--- config.mk ---
export PLATFORM = sky130hd
export DESIGN_NAME = rv_inst_encoder
export DESIGN_NICKNAME = d
export VERILOG_FILES = /design/src/rtl/rv_inst_encoder.sv
export SDC_FILE = /design/constraint.sdc
export NUM_CORES = 1
export LEC_CHECK = 0
export BUFFER_PORTS_ARGS = -buffer_cell sky130_fd_sc_hd__buf_2
export CAP_MARGIN = 20
export CORE_MARGIN = 4
export CORE_UTILIZATION = 60
export CTS_BUF_LIST = sky130_fd_sc_hd__clkbuf_16
export CTS_CLUSTER_DIAMETER = 100
export DETAILED_ROUTE_END_ITERATION = 8
export PLACE_DENSITY = 0.84
export SYNTH_ARGS = -nofsm -noshare
export SYNTH_HDL_FRONTEND = slang
export SYNTH_SLANG_ARGS = --single-unit
export TNS_END_PERCENT = 5
--- constraint.sdc ---
create_clock -name clk -period 8.7 [get_ports clk]
set_input_delay 0 -clock clk [delete_from_list [all_inputs] [get_ports clk]]
set_output_delay 0 -clock clk [all_outputs]
set_load 0.01 [all_outputs]
--- src/rtl/rv_inst_encoder.sv ---
// Purpose: encodes RV32I instruction descriptors into 32-bit words and streams them into instruction memory.
// Latency: a descriptor accepted at edge N is offered to memory (imem_we=1) in the cycle after N.
// Backpressure: in_ready = LOAD && FIFO not full; imem_ready low holds imem_addr/imem_wdata and fills the FIFO.
//
// Ports:
//   clk, reset            rising-edge clock, asynchronous active-high reset
//   start                 begins a load session (honoured in IDLE/DONE only)
//   in_valid/in_ready     descriptor handshake; in_type/in_op/in_rd/in_rs1/in_rs2/
//                         in_funct3/in_funct7/in_imm/in_last form the descriptor
//   imem_we/imem_ready    write handshake; imem_addr/imem_wdata carry word address and data
//   busy, done, err       session status; err is sticky until start or reset
//
// Configuration macro: RV_ENC_IMM_CHECK_EN -- when defined, out-of-range immediates are
// dropped and flag err; when undefined, immediates are truncated to the format silently.

// Small generic FIFO used as the elastic buffer between encoder and memory port.
// Latency: pushed data is visible at the head on the cycle after the push edge.
// Backpressure: push is ignored while full, pop is ignored while empty.
module rv_inst_encoder_fifo #(
    parameter int WIDTH = 32,
    parameter int DEPTH = 4
) (
    input  logic             clk,
    input  logic             reset,
    input  logic             push,
    input  logic [WIDTH-1:0] push_dat,
    input  logic             pop,
    output logic [WIDTH-1:0] pop_dat,
    output logic             full,
    output logic             empty,
    output logic             single
);
    localparam int PTR_W = $clog2(DEPTH);
    localparam logic [PTR_W:0] ONE = 1;

    // Pointers carry one extra wrap bit so full and empty can be told apart.
    logic [PTR_W:0]   wr_ptr;
    logic [PTR_W:0]   rd_ptr;
    logic [WIDTH-1:0] mem [DEPTH];
    logic             do_push;
    logic             do_pop;

    assign empty   = (wr_ptr == rd_ptr);
    assign full    = (wr_ptr[PTR_W] != rd_ptr[PTR_W]) &&
                     (wr_ptr[PTR_W-1:0] == rd_ptr[PTR_W-1:0]);
    assign single  = ((wr_ptr - rd_ptr) == ONE);
    assign do_push = push && !full;
    assign do_pop  = pop && !empty;
    assign pop_dat = mem[rd_ptr[PTR_W-1:0]];

    always_ff @(posedge clk or posedge reset) begin
        if (reset) begin
            wr_ptr <= '0;
            rd_ptr <= '0;
            for (int i = 0; i < DEPTH; i++) begin
                mem[i] <= '0;
            end
        end else begin
            if (do_push) begin
                mem[wr_ptr[PTR_W-1:0]] <= push_dat;
                wr_ptr                 <= wr_ptr + 1'b1;
            end
            if (do_pop) begin
                rd_ptr <= rd_ptr + 1'b1;
            end
        end
    end
endmodule

module rv_inst_encoder #(
    parameter int                DEPTH     = 4,
    parameter int                ADDR_W    = 8,
    parameter logic [ADDR_W-1:0] BASE_ADDR = '0
) (
    input  logic              clk,
    input  logic              reset,
    input  logic              start,
    input  logic              in_valid,
    output logic              in_ready,
    input  logic [2:0]        in_type,
    input  logic [6:0]        in_op,
    input  logic [4:0]        in_rd,
    input  logic [4:0]        in_rs1,
    input  logic [4:0]        in_rs2,
    input  logic [2:0]        in_funct3,
    input  logic [6:0]        in_funct7,
    input  logic [31:0]       in_imm,
    input  logic              in_last,
    output logic              imem_we,
    input  logic              imem_ready,
    output logic [ADDR_W-1:0] imem_addr,
    output logic [31:0]       imem_wdata,
    output logic              busy,
    output logic              done,
    output logic              err
);
    localparam logic [2:0] FMT_I = 3'd0;
    localparam logic [2:0] FMT_S = 3'd1;
    localparam logic [2:0] FMT_B = 3'd2;
    localparam logic [2:0] FMT_J = 3'd3;
    localparam logic [2:0] FMT_R = 3'd4;
    localparam logic [2:0] FMT_U = 3'd5;

    typedef enum logic [1:0] {
        S_IDLE,
        S_LOAD,
        S_DRAIN,
        S_DONE
    } state_t;

    state_t            state;
    logic [ADDR_W-1:0] addr;
    logic [31:0]       enc_dat;
    logic              fmt_ok;
    logic              imm_ok;
    logic              accept;
    logic              push;
    logic              drop;
    logic              pop;
    logic              fifo_full;
    logic              fifo_empty;
    logic              fifo_single;
    logic [31:0]       fifo_head;

    // ------------------------------------------------------------------
    // Field placement. in_op goes through untouched; unused fields of a
    // format are simply not referenced for that format.
    // ------------------------------------------------------------------
    always_comb begin
        enc_dat = '0;
        case (in_type)
            FMT_I: enc_dat = {in_imm[11:0], in_rs1, in_funct3, in_rd, in_op};
            FMT_S: enc_dat = {in_imm[11:5], in_rs2, in_rs1, in_funct3,
                              in_imm[4:0], in_op};
            FMT_B: enc_dat = {in_imm[12], in_imm[10:5], in_rs2, in_rs1, in_funct3,
                              in_imm[4:1], in_imm[11], in_op};
            FMT_J: enc_dat = {in_imm[20], in_imm[10:1], in_imm[11], in_imm[19:12],
                              in_rd, in_op};
            FMT_R: enc_dat = {in_funct7, in_rs2, in_rs1, in_funct3, in_rd, in_op};
            FMT_U: enc_dat = {in_imm[31:12], in_rd, in_op};
            default: enc_dat = '0;
        endcase
    end

    // Codes 110/111 have no format.
    assign fmt_ok = (in_type <= FMT_U);

`ifdef RV_ENC_IMM_CHECK_EN
    // An immediate fits a signed N-bit field when every bit from N-1 upward
    // is a copy of the sign, i.e. that slice is all-zero or all-one.
    always_comb begin
        imm_ok = 1'b1;
        case (in_type)
            FMT_I, FMT_S: imm_ok = (&in_imm[31:11]) || !(|in_imm[31:11]);
            FMT_B:        imm_ok = ((&in_imm[31:12]) || !(|in_imm[31:12])) && !in_imm[0];
            FMT_J:        imm_ok = ((&in_imm[31:20]) || !(|in_imm[31:20])) && !in_imm[0];
            FMT_U:        imm_ok = !(|in_imm[11:0]);
            default:      imm_ok = 1'b1;
        endcase
    end
`else
    assign imm_ok = 1'b1;
`endif

    // ------------------------------------------------------------------
    // Handshakes. Rejected descriptors still complete the handshake so the
    // loader never stalls on a bad entry; they only leave a trace in err.
    // ------------------------------------------------------------------
    assign in_ready = (state == S_LOAD) && !fifo_full;
    assign accept   = in_valid && in_ready;
    assign push     = accept && fmt_ok && imm_ok;
    assign drop     = accept && !(fmt_ok && imm_ok);

    assign imem_we    = !fifo_empty && ((state == S_LOAD) || (state == S_DRAIN));
    assign imem_addr  = addr;
    assign imem_wdata = fifo_head;
    assign pop        = imem_we && imem_ready;

    rv_inst_encoder_fifo #(
        .WIDTH (32),
        .DEPTH (DEPTH)
    ) u_fifo (
        .clk      (clk),
        .reset    (reset),
        .push     (push),
        .push_dat (enc_dat),
        .pop      (pop),
        .pop_dat  (fifo_head),
        .full     (fifo_full),
        .empty    (fifo_empty),
        .single   (fifo_single)
    );

    // ------------------------------------------------------------------
    // Session control, address counter and sticky error.
    // ------------------------------------------------------------------
    always_ff @(posedge clk or posedge reset) begin
        if (reset) begin
            state <= S_IDLE;
            addr  <= BASE_ADDR;
            busy  <= 1'b0;
            done  <= 1'b0;
            err   <= 1'b0;
        end else begin
            if (pop) begin
                addr <= addr + 1'b1;
                // Running off the top of the address space is reported but
                // the write that hit the last word is still completed.
                if (&addr) begin
                    err <= 1'b1;
                end
            end
            if (drop) begin
                err <= 1'b1;
            end

            case (state)
                S_IDLE, S_DONE: begin
                    if (start) begin
                        state <= S_LOAD;
                        addr  <= BASE_ADDR;
                        err   <= 1'b0;
                        busy  <= 1'b1;
                        done  <= 1'b0;
                    end
                end
                S_LOAD: begin
                    if (accept && in_last) begin
                        state <= S_DRAIN;
                    end
                end
                S_DRAIN: begin
                    // Finish on the edge of the final pop so done is high in
                    // the very next cycle; nothing is pushed while draining.
                    if (fifo_empty || (pop && fifo_single)) begin
                        state <= S_DONE;
                        busy  <= 1'b0;
                        done  <= 1'b1;
                    end
                end
                default: begin
                    state <= S_IDLE;
                    busy  <= 1'b0;
                    done  <= 1'b0;
                end
            endcase
        end
    end
endmodule

# Word level (Yosys, flattened, before mapping)
# Cells that the tools add are included.
dict set report totals {
  ff_bits 147
  in_bits 73
  out_inout_bits 45
  wordCells 85
}
dict set report classes {
  addsub 4
  magnitude_cmp 4
  n_eq_ne 15
  muxes 25
  bitwise_logic 2
  reduce_logical 24
}
# cell n
set ops {}
lappend ops {{one-hot mux 32 bit (6 select lines)} 1}
lappend ops {{bitwise mux 128 bit} 1}
lappend ops {{2-to-1 mux 32 bit} 3}
lappend ops {{binary-select mux 32 bit (select 2 bit)} 1}
lappend ops {{demux 32 bit (select 2 bit)} 1}
lappend ops {{2-to-1 mux 8 bit} 3}
lappend ops {{logical AND 1 bit} 12}
lappend ops {{2-to-1 mux 1 bit} 9}
lappend ops {{adder 8 x 1 -> 8 bit (second input constant)} 1}
lappend ops {{AND reduction 8 bit} 1}
lappend ops {{adder 3 x 1 -> 3 bit (second input constant)} 2}
lappend ops {{equality test 3 x 1 -> 1 bit (second input constant)} 2}
lappend ops {{equality test 3 x 2 -> 1 bit (second input constant)} 2}
lappend ops {{equality test 3 bit (second input constant)} 2}
lappend ops {{>= comparator 3 bit (second input constant)} 2}
lappend ops {{2-to-1 mux 2 bit} 3}
lappend ops {{NOT 2 -> 3 bit} 2}
lappend ops {{one-hot mux 2 bit (3 select lines)} 1}
lappend ops {{AND reduction 3 bit} 2}
lappend ops {{equality test 2 bit (second input constant)} 2}
lappend ops {{inequality test 2 x 1 -> 1 bit (second input constant)} 2}
lappend ops {{one-hot mux 1 bit (2 select lines)} 2}
lappend ops {{equality test 3 bit} 1}
lappend ops {{<= comparator 3 bit (second input constant)} 1}
lappend ops {{12 further kinds} 15}

# Depth between registers and ports, before layout
# Gate-level depths: netlist of the first run.
dict set report logic_depth {
  depth_word 9
  ltp_mapped 10
  depth_no_buf 7
}

# Modules after synthesis
# From an unflattened synthesis of the first run, not the netlist that was laid out.
dict set report hier_totals {
  hier_cells 535
  hier_area_um2 7873.8
}
# mod instances cells_per_inst area_each_um2 seq_area_each_um2
set by_module_without_submodules {}
lappend by_module_without_submodules {rv_inst_encoder_fifo 1 357 6403.6 3353.2}
lappend by_module_without_submodules {rv_inst_encoder 1 178 1470.2 325.3}

# Least setup slack after synthesis of the first run
# OpenSTA, ideal clock, no wires.
dict set report synth_timing {
  kind {reg-to-reg}
  startpoint {reg u_fifo.rd_ptr[1]}
  endpoint {reg u_fifo.wr_ptr[1]}
  setup_time_ps 125
  t_arrival_ps 2384
  required_ps 8575
  path_slack_ps 6192
  stages_incl_launch_ff 9
  path_buffers 2
  period_less_slack_ps 2508
  cell_sequence {dfrtp_1 > clkbuf_1 > buf_2 > inv_1 > ha_1 > and2_1 > a21boi_0 > nand2_1 > mux2_2}
}
dict set report synth_via {
  elab_chain_len 7
}
# item line
set synth_lines {}
lappend synth_lines {{start: declaration} 38} ;# logic [PTR_W:0] rd_ptr;
lappend synth_lines {{start signal: assignment} 64} ;# rd_ptr <= rd_ptr + 1'b1;
lappend synth_lines {{equality test 2 bit} 45} ;# (wr_ptr[PTR_W-1:0] == rd_ptr[PTR_W-1:0]);
lappend synth_lines {{logical AND 1 bit} 44} ;# assign full = (wr_ptr[PTR_W] != rd_ptr[PTR_W]) &&
lappend synth_lines {{zero test 1 bit} 169} ;# assign in_ready = (state == S_LOAD) && !fifo_full;
lappend synth_lines {{logical AND 1 bit} 169}
lappend synth_lines {{via in_ready} 79} ;# output logic in_ready,
lappend synth_lines {{logical AND 1 bit} 170} ;# assign accept = in_valid && in_ready;
lappend synth_lines {{logical AND 1 bit} 171} ;# assign push = accept && fmt_ok && imm_ok;
lappend synth_lines {{logical AND 1 bit} 47} ;# assign do_push = push && !full;
lappend synth_lines {{end signal: assignment} 61} ;# wr_ptr <= wr_ptr + 1'b1;
lappend synth_lines {{end: declaration} 37} ;# logic [PTR_W:0] wr_ptr;
# The timed path passes the listed nets, and every way through them passes these cells.
# A chain may end at the register's enable or synchronous reset.

# Final worst setup path of the first run
dict set report layout_timing {
  startpoint {reg u_fifo.rd_ptr[0]}
  endpoint {reg u_fifo.mem[26] (netlist bit)}
}
dict set report layout_via {
  elab_chain_len 7
}
# item line
set layout_lines {}
lappend layout_lines {{equality test 2 bit *} 45}
lappend layout_lines {{logical AND 1 bit *} 44}
lappend layout_lines {{zero test 1 bit *} {47, 169}}
lappend layout_lines {{logical AND 1 bit} 169}
lappend layout_lines {{logical AND 1 bit} 170}
lappend layout_lines {{logical AND 1 bit} 171}
lappend layout_lines {{logical AND 1 bit *} 47}
lappend layout_lines {{end signal: indexed assignment} 60} ;# mem[wr_ptr[PTR_W-1:0]] <= push_dat;
lappend layout_lines {{end: declaration} 39} ;# logic [WIDTH-1:0] mem [DEPTH];
# Every way passes the cells marked *; elsewhere a longest branch is shown, timed or not.

==> impl_metrics.csv, run 1 <==
group,metric,value,unit
outcome,status,"complete, no violations",
synth,synth_edf_count,0,
final_layout,fillCellCount,752,
cts,cts.sinks,147,
final_layout,layout.core_utilization,0.7492,
global_routing,grt_antenna_before_repair,0,
synth,yosysWarningCount,0,
sta,finalMaxSlewViolations,0,
global_routing,global_route.overflow_total,0,
global_routing,grt_pass1_wl,28.82,mm
sta,hold-worst-slack,0.02267,ns
cts,clock_tree_from_tritoncts,"done",
global_routing,pin_count_of_the_biggest_net_entering_global_routing,83,
floorplan,initial_core_util,0.6196,
placed_design,gp_congestion,0.8202,
final_layout,antenna_cells,0,
drt,detail-route-antenna-nets,0,
power_and_ir_drop,power.leakage,4.092,nW
cts,cts.reportedPaths.clkPinSlew,0.06,ns
drt,per_cell_via_count_in_the_routed_design,6.112,
power_and_ir_drop,vdd.ir_drop.worst,0.0002094,V
synth,synth_cell_type_count,49,
sta,grt_setup_unrepaired,"no",
global_routing,grt_use_total,0.2761,
floorplan,floorplan.die_area,13750,sq um
drt,route.detailed.drc,0,
drt,route.vias.total,5800,
drt,wl_per_cell,19.01,um
synth,synthesis.area_per_instance,10.55,sq um
floorplan,die_y,117.3,um
setup_path,worstSetupPathType,"flip-flop to flip-flop",
synth,synth.top_cells.by_area,"sky130_fd_sc_hd__dfrtp_1, sky130_fd_sc_hd__mux4_2, sky130_fd_sc_hd__o21ai_0",
power_and_ir_drop,power_per_standard_cell_area,356.8,nW/um^2
cts,ctsHoldBuffers,20,
placed_design,hpwl,11.35,mm
sta,fin_crit_sh,0.3130,
cts,cts_post_setup_buffers_inserted,0,
sta,worst_pin_slew,0.9404,ns
global_routing,first_global_vias,5896,
sta,worst_slew_margin_rel,0.3731,
drt,routed_wirelength,18.04,mm
sta,max_freq,367.3,MHz
drt,drt_first_iter_violations,490,
cts,clock_tree.root_cell,"sky130_fd_sc_hd__clkbuf_16",
synth,netlist.area_leader.share,0.5134,
placed_design,buffer_ports.inserted,117,
floorplan,floorplan_core_area,11560,sq um
floorplan,placement_rows,39,
placed_design,dpl_cell_area,7825,sq um
sta,tns,0,ns
synth,asyncSetResetFlopFracSynth,1.000,
sta,fin_worst_skew,0.01027,ns
hold_path,timing.hold.worst.class,"primary input to flip-flop",
sta,setup_violations,0,
sta,hold_viol_final,0,
synth,synthFlopType,"sky130_fd_sc_hd__dfrtp_1",
cts,clk_latency,0.43,ns
cts,cts-buffers-inserted,17,
drt,first_pass_iters,5,
final_layout,final_cells,949,
floorplan,die_width,117.3,um
setup_path,crit_path_end_kind,"flip-flop",
synth,syn_area,7166,sq um
job,drv.max_cap_violation_count,0,
synth,postSynthNetCount,764,
floorplan,boundaryPins,118,
cts,postCtsResizedCells,0,
final_layout,num-nets-final,878,
setup_path,crit_fanout,65,
synth,synthCells,679,
setup_path,timing.critical_path.arrival,2.99,ns
final_layout,fin_area,8665,sq um
cts,bufs_on_longest_clock_path,2,
setup_path,timing.critical_path.from_type,"flip-flop",
sta,fin_crit,2.723,ns
placed_design,place_inst,897,
final_layout,synthToLayoutAreaGrowth,20.92,%
final_layout,post_route_cells_drive_above_1_share,0.2494,
synth,synth-seq-area-share,0.5134,
synth,synth_area_leader_cell,"sky130_fd_sc_hd__dfrtp_1",
cts,cts-htree-levels,4,
setup_path,cp_data_required_time,8.97,ns
synth,synth.ff_latch_count,147,
## cell families (layout without fill, tap and decap cells)
logic type | count (synthesis) | after routing | synth area share
fa+ha+maj | 12 | 12 | 0.02200
flops | 147 | 147 | 0.5134
compound gates | 200 | 200 | 0.1598
xor+xnor | 11 | 11 | 0.01711
simple gates | 190 | 190 | 0.1125
buf+inv | 59 | 186 | 0.03492
mux | 60 | 60 | 0.1404
## area by class of cell
class,instances,area [sq um],share of cell area
well taps,143,178.9,0.02065
repair buffers,143,830.8,0.09588
flip-flops and latches,147,3681,0.4248
clock inverters,15,214.0,0.02469
clock buffers,17,425.4,0.04910
multi-input cells,473,3288,0.3795
inverters,11,46.29,0.005343
## stage by stage
step | power [W] | setup WS [ns]
after floorplan | 0.001911 | 4.749
after global placement | 0.002216 | 6.095
after detailed placement | 0.002294 | 6.012
after CTS | 0.003103 | 6.000
after global routing | 0.003273 | 5.798
final | 0.003091 | 5.977
## registers in the layout, summed over array words and instances, names as in the netlist
register,cells
done,1
imem_addr,8
u_fifo.rd_ptr,3
u_fifo.wr_ptr,3
u_fifo.mem,128
busy,1
state,2
err,1
## critical path, cell delays in order (launching register included)
cell	delay (ns)
sky130_fd_sc_hd__dfrtp_2	0.99
sky130_fd_sc_hd__ha_1	0.36
sky130_fd_sc_hd__nand2_2	0.21
sky130_fd_sc_hd__o2111ai_4	0.23
sky130_fd_sc_hd__buf_4	0.53
sky130_fd_sc_hd__o21ai_0	0.19
## final timing paths
path / startpoint / end / slack, ns / cells past startpoint
setup / recovery: u_fifo.rd_ptr[0] / u_fifo.mem[26] / 5.98 / 5
hold / removal: in_valid / err / 0.02 / 3
setup reg to reg: u_fifo.rd_ptr[0] / u_fifo.mem[26] / 5.98 / 5
hold reg to reg: busy / busy / 0.47 / 1
max in group asynchronous: reset / u_fifo.rd_ptr[1] / 7.09 / 4
min in group asynchronous: reset / u_fifo.mem[86] / 0.25 / 3
## routing by layer
metal	vias to the layer above	track usage	routed length, um
li1	2633	-	-
met1	2893	0.3440	7090
met2	240	0.4638	9398
met3	34	0.07301	1252
met4	0	0.1070	299
met5	-	0	0
## synth_stat cells, types with 3 or more instances
| master | instances |
|---|---|
| sky130_fd_sc_hd__a211oi_1 | 7 |
| sky130_fd_sc_hd__a21oi_1 | 20 |
| sky130_fd_sc_hd__buf_1 | 5 |
| sky130_fd_sc_hd__buf_2 | 22 |
| sky130_fd_sc_hd__clkbuf_1 | 20 |
| sky130_fd_sc_hd__dfrtp_1 | 147 |
| sky130_fd_sc_hd__ha_1 | 11 |
| sky130_fd_sc_hd__inv_1 | 11 |
| sky130_fd_sc_hd__mux2_2 | 4 |
| sky130_fd_sc_hd__mux2i_1 | 24 |
| sky130_fd_sc_hd__mux4_2 | 32 |
| sky130_fd_sc_hd__nand2_1 | 145 |
| sky130_fd_sc_hd__nand3_1 | 3 |
| sky130_fd_sc_hd__nand3b_1 | 4 |
| sky130_fd_sc_hd__nor2_1 | 16 |
| sky130_fd_sc_hd__nor2b_1 | 11 |
| sky130_fd_sc_hd__o2111ai_2 | 3 |
| sky130_fd_sc_hd__o21ai_0 | 141 |
| sky130_fd_sc_hd__o221ai_1 | 8 |
| sky130_fd_sc_hd__o22a_1 | 5 |
| sky130_fd_sc_hd__xnor2_1 | 5 |
| sky130_fd_sc_hd__xor2_1 | 4 |
## cell usage in the layout, fill, tap and decap left out, types with 6 or more instances in the layout
cell	count
sky130_fd_sc_hd__dlygate4sd3_1	20
sky130_fd_sc_hd__inv_1	10
sky130_fd_sc_hd__mux2i_1	24
sky130_fd_sc_hd__a21oi_1	20
sky130_fd_sc_hd__a211oi_1	7
sky130_fd_sc_hd__nand2_1	145
sky130_fd_sc_hd__o221ai_1	8
sky130_fd_sc_hd__mux4_2	32
sky130_fd_sc_hd__buf_4	6
sky130_fd_sc_hd__dfrtp_1	145
sky130_fd_sc_hd__ha_1	11
sky130_fd_sc_hd__o21ai_0	141
sky130_fd_sc_hd__nor2b_1	11
sky130_fd_sc_hd__clkbuf_16	17
sky130_fd_sc_hd__buf_2	117
sky130_fd_sc_hd__nor2_1	16
## where the power goes
part           total (W)  leakage (nW)  internal [W]  switching [W]
clock           0.000787         0.308      0.000505       0.000281
sequential       0.00118          1.91      0.000966       0.000216
combinational    0.00112          1.88      0.000525       0.000597
total            0.00309          4.09       0.00200        0.00109
(Power assumes the default switching activity.)
==> inputs of run 2 (changes only) <==
--- a/config.mk
+++ b/config.mk
@@ -8,11 +8,11 @@
 export BUFFER_PORTS_ARGS = -buffer_cell sky130_fd_sc_hd__buf_2
 export CAP_MARGIN = 20
 export CORE_MARGIN = 4
-export CORE_UTILIZATION = 60
+export CORE_UTILIZATION = 51
 export CTS_BUF_LIST = sky130_fd_sc_hd__clkbuf_16
 export CTS_CLUSTER_DIAMETER = 100
 export DETAILED_ROUTE_END_ITERATION = 8
-export PLACE_DENSITY = 0.84
+export PLACE_DENSITY = 0.76
 export SYNTH_ARGS = -nofsm -noshare
 export SYNTH_HDL_FRONTEND = slang
 export SYNTH_SLANG_ARGS = --single-unit
==> constraint.sdc (replaced) <==
create_clock -name clk -period 2.5 [get_ports clk]
set_input_delay 0 -clock clk [delete_from_list [all_inputs] [get_ports clk]]
set_output_delay 0 -clock clk [all_outputs]
set_load 0.01 [all_outputs]
==> run 2 against run 1 <==
  * Largest power group is now combinational cells
  * Critical path type is now flip-flop to primary output
  * Combinational power grew to 3.7 times the previous value
  * Register-to-register slack lost 5.7 ns
  * Setup slack lost 5.8 ns
  * Non-clock buffer count grew 11
  * Worst hold slack is essentially flat
  * First-iteration DRC count shrank 21%
==> impl_metrics.csv, run 2 (same netlist as run 1, synthesis figures left out) <==
group,metric,value,unit
placed_design,gp_congestion,0.8249,
drt,detail-route-antenna-nets,0,
cts,cts-buffers-inserted,17,
final_layout,fin_area,8846,sq um
setup_path,cp_slowest_stage_delay,0.61,ns
setup_path,timing.critical_path.buf_inv,2,
setup_path,cp_slowest_cell,"sky130_fd_sc_hd__mux4_2",
global_routing,first_global_vias,6104,
placed_design,buffer_ports.inserted,117,
final_layout,ff_latch_area,3681,sq um
setup_path,crit_fanout,27,
setup_path,timing.critical_path.from_type,"flip-flop",
sta,fin_crit,2.316,ns
sta,finalMaxSlewViolations,0,
global_routing,grt_pass1_wl,30.74,mm
hold_path,min_delay_worst_endpoint,"u_fifo.mem[71]",
power_and_ir_drop,power.leakage,4.169,nW
setup_path,crit-reg2reg-launch,"u_fifo.wr_ptr[0]",
global_routing,global_route.overflow_total,0,
cts,bufs_on_longest_clock_path,2,
setup_path,crit_path_end_kind,"primary output",
setup_path,rr_endpoint,"busy",
power_and_ir_drop,vdd.ir_drop.worst,0.0007429,V
setup_path,worstSetupPathType,"flip-flop to primary output",
sta,worst_pin_slew,0.6520,ns
cts,postCtsResizedCells,0,
setup_path,worst_setup_path_startpoint,"u_fifo.rd_ptr[1]",
final_layout,antenna_cells,0,
setup_path,reg2reg_slack,0.25,ns
hold_path,worstHoldPathCells,3,
job,drv.max_cap_violation_count,0,
cts,cts.reportedPaths.clkPinSlew,0.06,ns
floorplan,placement_rows,43,
floorplan,floorplan_core_area,13830,sq um
hold_path,hold_start,"in_rd[0]",
power_and_ir_drop,power_frac_comb,0.385,
floorplan,initial_core_util,0.5182,
outcome,status,"complete, no violations",
setup_path,worst-r2r-cell-count,7,
final_layout,fillCellCount,1037,
drt,drt_first_iter_violations,387,
power_and_ir_drop,power.share.clock,0.249,
global_routing,grt_antenna_before_repair,0,
drt,route.vias.total,5740,
final_layout,layout_common_cells,"sky130_fd_sc_hd__nand2_1, sky130_fd_sc_hd__dfrtp_1, sky130_fd_sc_hd__o21ai_0",
drt,wl_per_cell,18.31,um
setup_path,path_delay_family,"buffers and inverters",
sta,grt_setup_unrepaired,"no",
global_routing,pin_count_of_the_biggest_net_entering_global_routing,51,
final_layout,synthToLayoutAreaGrowth,23.45,%
cts,cts.sinks,147,
drt,per_cell_via_count_in_the_routed_design,5.763,
power_and_ir_drop,swShare,0.3588,
sta,max_freq,431.8,MHz
power_and_ir_drop,power.share.sequential,0.366,
setup_path,timing.critical_path.arrival,2.32,ns
final_layout,max_flop_register,"u_fifo.mem",
cts,clk_latency,0.41,ns
floorplan,boundaryPins,118,
cts,clock_tree.root_cell,"sky130_fd_sc_hd__clkbuf_16",
cts,cts-htree-levels,4,
floorplan,floorplan.die_area,16010,sq um
drt,first_pass_iters,5,
final_layout,largest_reg_flops,128,
final_layout,post_route_cells_drive_above_1_share,0.2647,
sta,fin_crit_sh,0.9263,
setup_path,cp_data_required_time,2.50,ns
floorplan,die_y,126.5,um
cts,cts_post_setup_buffers_inserted,0,
placed_design,dpl_cell_area,8050,sq um
sta,worst_slew_margin_rel,0.5644,
sta,hold_viol_final,0,
power_and_ir_drop,power_per_standard_cell_area,1228,nW/um^2
floorplan,die_width,126.5,um
hold_path,timing.hold.worst.class,"primary input to flip-flop",
final_layout,layout.core_utilization,0.6398,
final_layout,num-nets-final,889,
setup_path,critical_path.cell_chain,"buf_4 > mux4_2 > buf_2",
global_routing,grt_use_total,0.2391,
power_and_ir_drop,total_internal_power,0.006964,W
placed_design,hpwl,11.84,mm
final_layout,multi_input_combinational_cell_area,3288,sq um
cts,clock_tree_from_tritoncts,"done",
sta,fin_worst_skew,0.007300,ns
sta,setup_violations,0,
drt,route.detailed.drc,0,
power_and_ir_drop,power_switching,0.003897,W
cts,ctsHoldBuffers,17,
drt,routed_wirelength,18.23,mm
[run 2: routing by layer]
metal  up-vias  GRT usage  wire length (um)
met5         -          0                 0
li1       2648          -                 -
met4         0    0.07634               282
met3        24    0.05347              1161
met2       214     0.3948              9043
met1      2854     0.3175              7747
[run 2: worst min-delay path: stages]
cell and delay (ns):
sky130_fd_sc_hd__buf_2 0.10, sky130_fd_sc_hd__a22oi_1 0.12, sky130_fd_sc_hd__o21ai_0 0.17
[run 2: how the worst max path moves through the flow]
stage                                  end  slack (ns)  depth (start not counted)
after global routing        imem_wdata[21]       0.009                          3
after detailed placement              busy        0.30                          7
after floorplan           u_fifo.wr_ptr[1]      -0.008                          8
after global placement                busy        0.36                          7
after CTS                   imem_wdata[21]        0.13                          3
final                       imem_wdata[21]        0.18                          3
[run 2: power groups by stage]
stage | Sequential, W | Clock [W] | Combinational (W)
2_1_floorplan | 0.00377 | 0 | 0.00288
6_report | 0.00398 | 0.00270 | 0.00418
3_3_place_gp | 0.00389 | 0 | 0.00397
5_1_grt | 0.00410 | 0.00284 | 0.00465
4_1_cts | 0.00397 | 0.00272 | 0.00422
3_5_place_dp | 0.00399 | 0 | 0.00412
[run 2: area by class of cell]
type | count | share of cell area
inverters | 11 | 0.005092
well taps | 180 | 0.02546
flip-flops and latches | 147 | 0.4161
clock inverters | 14 | 0.02263
clock buffers | 17 | 0.04809
repair buffers | 154 | 0.1109
multi-input cells | 473 | 0.3717
[run 2: stage by stage]
step            TNS (ns)  total power, W  instances  hold WS (ns)  setup WS [ns]
3_3_place_gp           0        0.007865        948       0.06740         0.3610
5_1_grt                0         0.01159        996       0.02893       0.009487
2_1_floorplan  -0.008356        0.006650        679        0.1860      -0.008356
6_report               0         0.01086        996       0.02259         0.1841
3_5_place_dp           0        0.008111        948       0.07114         0.2977
4_1_cts                0         0.01091        996       0.01129         0.1329
==> inputs of run 3 (changes only) <==
--- a/config.mk
+++ b/config.mk
@@ -5,14 +5,15 @@
 export SDC_FILE = /design/constraint.sdc
 export NUM_CORES = 1
 export LEC_CHECK = 0
+export ABC_AREA = 1
 export BUFFER_PORTS_ARGS = -buffer_cell sky130_fd_sc_hd__buf_2
 export CAP_MARGIN = 20
 export CORE_MARGIN = 4
-export CORE_UTILIZATION = 51
+export CORE_UTILIZATION = 52
 export CTS_BUF_LIST = sky130_fd_sc_hd__clkbuf_16
 export CTS_CLUSTER_DIAMETER = 100
 export DETAILED_ROUTE_END_ITERATION = 8
-export PLACE_DENSITY = 0.76
+export PLACE_DENSITY = 0.77
 export SYNTH_ARGS = -nofsm -noshare
 export SYNTH_HDL_FRONTEND = slang
 export SYNTH_SLANG_ARGS = --single-unit
==> run 3 against run 2 <==
  * Via count increased by 23%
  * Total power shrank 1.7%
  * Register-to-register slack got worse by 0.07 ns
  * Clock power shrank 17%
  * Critical path depth is 8 higher
  * Die area up 1.8%
  * Critical endpoint is now u_fifo.mem[80]
  * Highest routed layer unchanged
==> impl_metrics.csv, run 3 <==
group,metric,value,unit
setup_path,timing.critical_path.from_type,"flip-flop",
synth,synth.ff_latch_count,147,
cts,cts-buffers-inserted,17,
cts,cts_post_setup_buffers_inserted,0,
placed_design,place_ws,0.06922,ns
final_layout,largest_reg_flops,128,
outcome,status,"complete, no violations",
synth,synth.area.mux_share,0,
final_layout,fillCellCount,1207,
drt,route.vias.total,7065,
final_layout,antenna_cells,0,
setup_path,cp_slowest_stage_delay,0.40,ns
power_and_ir_drop,power.total,0.01068,W
global_routing,pin_count_of_the_biggest_net_entering_global_routing,57,
drt,per_cell_via_count_in_the_routed_design,5.389,
synth,asyncSetResetFlopFracSynth,1.000,
cts,cts.sinks,147,
final_layout,synthToLayoutAreaGrowth,20.55,%
drt,drt_first_iter_violations,702,
floorplan,floorplan.die_area,16310,sq um
drt,route.detailed.drc,0,
floorplan,placement_rows,43,
setup_path,timing.critical_path.buf_inv,4,
sta,fin_crit,2.322,ns
setup_path,timing.critical_path.arrival,2.68,ns
drt,routed_wirelength,20.39,mm
cts,bufs_on_longest_clock_path,2,
synth,compound_cell_area_share_of_the_yosys_netlist,0.1275,
global_routing,grt_antenna_before_repair,0,
sta,tns,0,ns
final_layout,multi_input_combinational_cell_area,3228,sq um
final_layout,max_flop_register,"u_fifo.mem",
drt,first_pass_iters,5,
global_routing,grt_use_total,0.2590,
final_layout,fin_area,8982,sq um
synth,synth-simple-area-share,0.2769,
global_routing,global_route.overflow_total,0,
sta,hold_viol_final,0,
power_and_ir_drop,power.leakage,4.870,nW
synth,synth_edf_count,0,
setup_path,cp_slowest_cell,"sky130_fd_sc_hd__dfrtp_1",
job,drv.max_cap_violation_count,0,
cts,clock_tree_from_tritoncts,"done",
synth,netlist.area_leader.share,0.4937,
hold_path,timing.hold.worst.class,"primary input to flip-flop",
placed_design,dpl_cell_area,8115,sq um
sta,finalMaxSlewViolations,0,
floorplan,boundaryPins,118,
drt,wl_per_cell,15.55,um
placed_design,hpwl,12.80,mm
setup_path,critical_path.cell_chain,"inv_1 > ha_1 > nand2_1 > inv_1 > a21boi_4 > nand3_4 > clkinv_2 > nand2_4 > inv_6 > nand2_1 > nand2_1",
setup_path,reg2reg_slack,0.18,ns
synth,synth-seq-area-share,0.4937,
sta,worst_slew_margin_rel,0.6030,
sta,fin_worst_skew,0.004063,ns
synth,synth.most_common_cell,"sky130_fd_sc_hd__nand2_1",
placed_design,gp_congestion,0.9227,
global_routing,grt_pass1_wl,33.84,mm
global_routing,first_global_vias,6945,
synth,synth.top_cells.by_count,"sky130_fd_sc_hd__nand2_1, sky130_fd_sc_hd__dfrtp_1, sky130_fd_sc_hd__o21ai_0",
power_and_ir_drop,power_per_standard_cell_area,1189,nW/um^2
floorplan,die_y,127.7,um
drt,detail-route-antenna-nets,0,
final_layout,ff_latch_area,3679,sq um
floorplan,floorplan_core_area,13930,sq um
final_layout,post_route_cells_drive_above_1_share,0.1503,
power_and_ir_drop,vdd.ir_drop.worst,0.0006153,V
cts,cts.reportedPaths.clkPinSlew,0.06,ns
floorplan,initial_core_util,0.5347,
floorplan,die_width,127.7,um
setup_path,crit_path_end_kind,"flip-flop",
synth,syn_area,7451,sq um
sta,worst_pin_slew,0.5948,ns
final_layout,most_common_library_cell_in_the_layout_ignoring_fill_and_taps,"sky130_fd_sc_hd__nand2_1",
synth,synth-xor-area-share,0.007053,
synth,synth_cell_type_count,34,
sta,grt_setup_unrepaired,"no",
synth,synth_area_leader_cell,"sky130_fd_sc_hd__dfrtp_1",
synth,yosysWarningCount,0,
synth,synthesis.area_per_instance,7.595,sq um
cts,clk_latency,0.42,ns
sta,setup_violations,0,
setup_path,crit_fanout,28,
final_layout,layout_common_cells,"sky130_fd_sc_hd__nand2_1, sky130_fd_sc_hd__dfrtp_1, sky130_fd_sc_hd__o21ai_0",
setup_path,path_common_cell,"sky130_fd_sc_hd__nand2_1",
synth,synth_top_family_by_area,"simple AND/OR/NAND/NOR gates",
cts,cts-htree-levels,4,
synth,synthCells,981,
placed_design,buffer_ports.inserted,117,
cts,clock_tree.root_cell,"sky130_fd_sc_hd__clkbuf_16",
setup_path,worstSetupPathType,"flip-flop to flip-flop",
sta,fin_crit_sh,0.9286,
sta,finalWorstSetupSlack,0.1784,ns
setup_path,cp_data_required_time,2.86,ns
final_layout,num-nets-final,1205,
synth,synthFlopType,"sky130_fd_sc_hd__dfrtp_1",
synth,postSynthNetCount,1066,
synth,synth.top_cells.by_area,"sky130_fd_sc_hd__dfrtp_1, sky130_fd_sc_hd__nand2_1, sky130_fd_sc_hd__o21ai_0",
setup_path,path_delay_family,"buffers and inverters",
sta,max_freq,430.7,MHz
synth,synth_fa_ha_area_frac,0.02116,
-- run 3: cell types whose count changed in the layout (fill, tap and decap cells not counted), sizes merged, moves of 7 or more --
cell and change:
nor2b -11, o22ai +12, nand3 +27, inv +52, clkinv +8, nand2 +272
nor2 +48, o221ai -7, mux4 -32, a211oi -7, mux2i -24, dlygate4sd3 +19
-- run 3: final cells by class --
cell class / count / share of cell area
sequential: 147 / 0.4095
multi-input combinational: 720 / 0.3594
timing repair buffer: 167 / 0.1198
clock buffer: 17 / 0.04736
inverter: 67 / 0.02995
tap: 180 / 0.02507
clock inverter: 13 / 0.008915
-- run 3: routing by layer --
layer,routed length (um),GRT usage,part of all wire,vias to the layer above
met1,8780,0.3413,0.43,3350
met3,1437,0.04625,0.070,34
met4,388,0.08989,0.019,0
li1,-,-,-,3399
met2,9783,0.4342,0.48,282
met5,0,0,0,-
-- run 3: cells by family (layout without fill, tap and decap cells) --
family / Yosys count / after routing
XOR/XNOR: 6 / 6
AND/OR/NAND/NOR: 522 / 522
AO/OA/AOI/OAI: 180 / 180
adder cells (fa/ha/maj): 12 / 12
buffers and inverters: 114 / 264
flip-flops: 147 / 147
-- run 3: timing repair --
item,CTS,global route
setup endpoints to repair,0,28
hold buffers,36,0
gates resized for setup,0,1
hold endpoints to repair,92,0
-- run 3: report_power, final --
group,total (W),internal [W],leakage (nW),switching (W)
Sequential,0.00386,0.00336,1.89,0.000502
Combinational,0.00458,0.00166,2.71,0.00292
Clock,0.00224,0.00132,0.263,0.000923
-- run 3: final timing paths --
path,from,end,cells past startpoint
worst min-delay path,in_imm[6],u_fifo.mem[122],5
worst max register to register,u_fifo.wr_ptr[0],u_fifo.mem[80],11
min in group asynchronous,reset,u_fifo.mem[123],3
max in group asynchronous,reset,u_fifo.mem[111],5
worst max-delay path,u_fifo.wr_ptr[0],u_fifo.mem[80],11
worst min register to register,done,done,2
-- run 3: metrics by stage --
stage | utilization | hold WS (ns) | cells
3_3_place_gp | 0.5824 | 0.07917 | 1245
4_1_cts | 0.6445 | 0.0009123 | 1311
6_report | 0.6446 | 0.01402 | 1311
3_5_place_dp | 0.5824 | 0.08764 | 1245
5_1_grt | 0.6446 | 0.02785 | 1311
2_1_floorplan | - | 0.1746 | 981
-- run 3: worst reg2reg max path, cell delays in order (launching register included) --
cell	delay, ns
sky130_fd_sc_hd__dfrtp_1	0.40
sky130_fd_sc_hd__inv_1	0.15
sky130_fd_sc_hd__ha_1	0.27
sky130_fd_sc_hd__nand2_1	0.08
sky130_fd_sc_hd__inv_1	0.10
sky130_fd_sc_hd__a21boi_4	0.22
sky130_fd_sc_hd__nand3_4	0.12
sky130_fd_sc_hd__clkinv_2	0.14
sky130_fd_sc_hd__nand2_4	0.27
sky130_fd_sc_hd__inv_6	0.35
sky130_fd_sc_hd__nand2_1	0.10
sky130_fd_sc_hd__nand2_1	0.07
